## config.mk

```make
export PLATFORM = sky130hd
export DESIGN_NAME = nibble_io_port
export DESIGN_NICKNAME = d
export VERILOG_FILES = /design/src/rtl/nibble_io_port.sv
export SDC_FILE = /design/constraint.sdc
export NUM_CORES = 1
export LEC_CHECK = 0
export BUFFER_PORTS_ARGS = -buffer_cell sky130_fd_sc_hd__buf_2
export CELL_PAD_IN_SITES_DETAIL_PLACEMENT = 1
export CELL_PAD_IN_SITES_GLOBAL_PLACEMENT = 1
export CORE_MARGIN = 5
export CORE_UTILIZATION = 42
export CTS_CLUSTER_DIAMETER = 50
export CTS_CLUSTER_SIZE = 40
export DETAILED_ROUTE_END_ITERATION = 10
export PLACE_DENSITY = 0.83
export SLEW_MARGIN = 5
export SYNTH_ARGS = -nofsm -noshare
export SYNTH_HDL_FRONTEND = slang
export SYNTH_SLANG_ARGS = --single-unit
```

## constraint.sdc

```tcl
create_clock -name clk -period 2.5 [get_ports clk]
set_input_delay 0 -clock clk [delete_from_list [all_inputs] [get_ports clk]]
set_output_delay 0 -clock clk [all_outputs]
set_load 0.01 [all_outputs]
```

## src/rtl/nibble_io_port.sv

```systemverilog
// Board-side peer of the Datapath 4-bit I/O: ingress FIFO (host -> dp_in) and egress FIFO (dp_out -> host).
// Optional egress drop counter enabled by defining NIBBLE_IO_DROP_CNT_EN.

module nibble_io_fifo #(
  parameter int         DEPTH     = 4,
  parameter logic [3:0] EMPTY_VAL = 4'h0
) (
  input  logic       clk,
  input  logic       rst,
  input  logic       i_push,
  input  logic       i_pop,
  input  logic [3:0] i_wdata,
  output logic [3:0] o_rdata,
  output logic       o_full,
  output logic       o_empty
);
  localparam int AW = $clog2(DEPTH);
  localparam int CW = $clog2(DEPTH + 1);
  localparam logic [CW-1:0] FULL_CNT = CW'(DEPTH);

  logic [3:0]    r_mem [DEPTH];
  logic [AW-1:0] r_rd_ptr;
  logic [AW-1:0] r_wr_ptr;
  logic [CW-1:0] r_cnt;
  logic          w_push;
  logic          w_pop;

  // Flags come only from the registered count, so requests never reach ready/valid combinationally.
  assign o_full  = (r_cnt == FULL_CNT);
  assign o_empty = (r_cnt == '0);
  assign w_push  = i_push && !o_full;
  assign w_pop   = i_pop && !o_empty;

  always_ff @(posedge clk or posedge rst) begin
    if (rst) begin
      r_rd_ptr <= '0;
      r_wr_ptr <= '0;
      r_cnt    <= '0;
    end else begin
      if (w_push) r_wr_ptr <= r_wr_ptr + AW'(1);
      if (w_pop)  r_rd_ptr <= r_rd_ptr + AW'(1);
      r_cnt <= r_cnt + CW'(w_push) - CW'(w_pop);
    end
  end

  // Storage carries data only; its contents are don't-care after reset.
  always_ff @(posedge clk) begin
    if (w_push) r_mem[r_wr_ptr] <= i_wdata;
  end

  assign o_rdata = o_empty ? EMPTY_VAL : r_mem[r_rd_ptr];
endmodule

module nibble_io_port #(
  parameter int         DEPTH     = 4,
  parameter logic [3:0] EMPTY_VAL = 4'h0
) (
  input  logic       clk,
  input  logic       rst,
  input  logic [3:0] host_tx_data,
  input  logic       host_tx_valid,
  output logic       host_tx_ready,
  output logic [3:0] dp_in,
  output logic       dp_in_valid,
  input  logic       dp_in_rd,
  input  logic [3:0] dp_out,
  input  logic       dp_out_wr,
  output logic       dp_out_full,
  output logic [3:0] host_rx_data,
  output logic       host_rx_valid,
  input  logic       host_rx_ready,
  output logic [7:0] drop_cnt
);
  logic w_in_full;
  logic w_in_empty;
  logic w_eg_full;
  logic w_eg_empty;

  nibble_io_fifo #(.DEPTH(DEPTH), .EMPTY_VAL(EMPTY_VAL)) u_ingress (
    .clk     (clk),
    .rst     (rst),
    .i_push  (host_tx_valid),
    .i_pop   (dp_in_rd),
    .i_wdata (host_tx_data),
    .o_rdata (dp_in),
    .o_full  (w_in_full),
    .o_empty (w_in_empty)
  );

  nibble_io_fifo #(.DEPTH(DEPTH), .EMPTY_VAL(4'h0)) u_egress (
    .clk     (clk),
    .rst     (rst),
    .i_push  (dp_out_wr),
    .i_pop   (host_rx_ready),
    .i_wdata (dp_out),
    .o_rdata (host_rx_data),
    .o_full  (w_eg_full),
    .o_empty (w_eg_empty)
  );

  assign host_tx_ready = !w_in_full;
  assign dp_in_valid   = !w_in_empty;
  assign dp_out_full   = w_eg_full;
  assign host_rx_valid = !w_eg_empty;

`ifdef NIBBLE_IO_DROP_CNT_EN
  function automatic logic [7:0] sat_inc8(input logic [7:0] v);
    return (v == 8'hFF) ? v : v + 8'd1;
  endfunction

  logic [7:0] r_drop_cnt;

  // A write strobe against a full egress FIFO is a drop, judged on the pre-edge full flag.
  always_ff @(posedge clk or posedge rst) begin
    if (rst) begin
      r_drop_cnt <= 8'h00;
    end else if (dp_out_wr && w_eg_full) begin
      r_drop_cnt <= sat_inc8(r_drop_cnt);
    end
  end

  assign drop_cnt = r_drop_cnt;
`else
  assign drop_cnt = 8'h00;
`endif
endmodule

```

==> results.tsv <==
metric	value	unit
peakVddDrop	576.5	uV
die_w	80.94	um
rsz0062_at_grt	false	
yosysUniqueCellTypes	23	
post-route-drc-count	0	
die-area	6550	um^2
dr.pass1.iters	4	
gp_congestion	0.7314	
top_level_ports	34	
crit_fanout	4	
antenna_left	0	
area_growth	15.81	%
fin_crit_sh	94.95	%
cts_sinks	46	
synth_area_per_cell	15.77	um^2
grt_max_degree	15	
antenna_found_initial	0	
clk_path_buf_depth	2	
slew_headroom	61.67	%
endpoint_kind	flip-flop	
cts_setup_buffers	0	
synth_area	2113	um^2
num_vias	1115	
cts_buffers	5	
fmax	421.3	MHz
cts.reportedPaths.clkPinSlew	0.08	ns
nNetsFinal	200	
final_common_cell	edfxtp_1	
report.final.slew_viol_count	0	
diodes	0	
hpwl	3049	um
grt_pass1_wl	7010	um
fin_setup_tns	0	ns
setup_viol	0	
p_per_area	1135	nW/um^2
routed_wl	4263	um
hold_class	in2reg	
synthesis.instances	134	
final_util	50.81	%
io_buffers	25	
period_minus_slack	2.374	ns
grt_pass1_vias	1264	
core_area	4817	um^2
startpoint_type	flip-flop	
hold_violations	0	
yosysSeqAreaShare	62.05	%
crit_arrival	2.59	ns
layout-drive-gt1-share	27.33	%
root_buffer	clkbuf_8	
die-height	80.94	um
grt_usage	14.93	%
drt_first_iter_violations	66	
num_rows	25	
drv_cap	0	
worst_pin_slew	0.5743	ns
wl_per_cell	17.84	um
vias_per_cell	4.665	
initial_core_util	43.87	%
path_class	reg2reg	
cp.required	2.72	ns
skew	0.001770	ns
grt-ovfl-total	0	
leakagePower	0.0009951	uW
layout_common_cells	edfxtp_1 (32), buf_2 (25), and2_1 (16), inv_1 (13), dfrtp_1 (13)	
cts_tree	yes	
htreeDepth	2	
status	completed	
clkLatencyLatePin	0.29	ns
ys_warn_count	0	
ys_ff_latch	46	
## cell usage after synthesis
cell | instances | share of area (%)
a21boi_2 | 1 | 0.53
and2_1 | 16 | 4.7
and2_4 | 2 | 0.83
buf_2 | 4 | 0.95
buf_4 | 8 | 2.8
buf_6 | 1 | 0.53
conb_1 | 1 | 0.18
dfrtp_1 | 14 | 17
edfxtp_1 | 32 | 45
fa_1 | 2 | 1.9
ha_1 | 12 | 7.1
inv_1 | 13 | 2.3
mux2_1 | 1 | 0.53
mux2_2 | 1 | 0.53
mux4_2 | 8 | 8.5
nand2_1 | 1 | 0.18
nand3_1 | 2 | 0.47
nor2_1 | 1 | 0.18
nor2b_1 | 1 | 0.30
nor3b_2 | 1 | 0.59
or3_1 | 2 | 0.59
xnor2_1 | 8 | 3.3
xor2_1 | 2 | 0.83
## report_power, final
group / total (uW) / switching [uW] / internal (uW)
sequential: 1270 / 209 / 1060
combinational: 1090 / 526 / 567
clock: 413 / 221 / 193
total: 2780 / 956 / 1820
## sequential cells by signal, summed over array words and instances, names as in the netlist
signal	cells
u_egress.r_cnt	3
u_egress.r_rd_ptr	2
u_egress.r_mem	16
u_egress.r_wr_ptr	2
u_ingress.r_wr_ptr	2
u_ingress.r_rd_ptr	2
u_ingress.r_mem	16
u_ingress.r_cnt	3
## area by class of cell
type	instances	area, um^2
inverters	13	48.80
fillers	510	2370
repair buffers	37	237.7
well taps	67	83.83
multi-input cells	69	688.2
clock buffers	7	76.32
flip-flops and latches	46	1313
## critical path: stages, from the launching register on
cell and delay, ns:
dfrtp_2 0.44, or3_1 0.40, and2_4 0.18, ha_1 0.28
inv_1 0.06, ha_1 0.14, inv_1 0.06, fa_1 0.39
xnor2_1 0.19, xnor2_1 0.14
## metrics by stage
stage | area [um^2] | hold slack, ns | setup slack, ns | total power, uW | std cells
after floorplan | 2140 | -0.1108 | 0.1854 | 2007 | 141
after global placement | 2280 | 0.08342 | 0.2683 | 2226 | 223
after detailed placement | 2280 | 0.08618 | 0.1198 | 2374 | 223
after CTS | 2446 | 0.02857 | 0.09910 | 2793 | 239
after global routing | 2447 | 0.06089 | 0.004516 | 2982 | 239
final | 2447 | 0.05613 | 0.1264 | 2778 | 239
## routing by layer
metal | wire length, um | part of all wire, % | vias to the layer above | GRT usage [%]
met5 | 0 | 0 | - | 0
met3 | 189 | 4.4 | 9 | 3.769
met1 | 1772 | 42 | 559 | 18.00
met2 | 2220 | 52 | 32 | 25.21
met4 | 80 | 1.9 | 0 | 6.588
li1 | - | - | 515 | -
## cell families (layout without fill, tap and decap cells)
group           after synthesis  in the layout  synth area share [%]
flops                        46             46                 62.05
simple gates                 26             26                 7.875
buf+inv                      26             57                 6.631
fa+ha+maj                    14             14                 8.999
xor+xnor                     10             10                 4.145
mux                          10             10                 9.591
other cells                   1              8                0.1774
compound gates                1              1                0.5328
## repair_timing
item	CTS	global route
resized for setup	0	1
setup endpoints to repair	0	1
hold endpoints to repair	46	0
hold buffers	9	0
## final timing paths
path                               startpoint               endpoint  slack, ns  cells after the start
setup reg to reg           u_ingress.r_cnt[1]     u_ingress.r_cnt[2]       0.13                      9
setup / recovery           u_ingress.r_cnt[1]     u_ingress.r_cnt[2]       0.13                      9
hold reg to reg            u_ingress.r_cnt[1]     u_ingress.r_cnt[2]       0.53                      1
hold / removal                  host_rx_ready   u_egress.r_rd_ptr[1]       0.06                      3
min in group asynchronous                 rst  u_ingress.r_wr_ptr[0]       0.30                      3
max in group asynchronous                 rst     u_ingress.r_cnt[1]       1.79                      3
(Power assumes the default switching activity.)
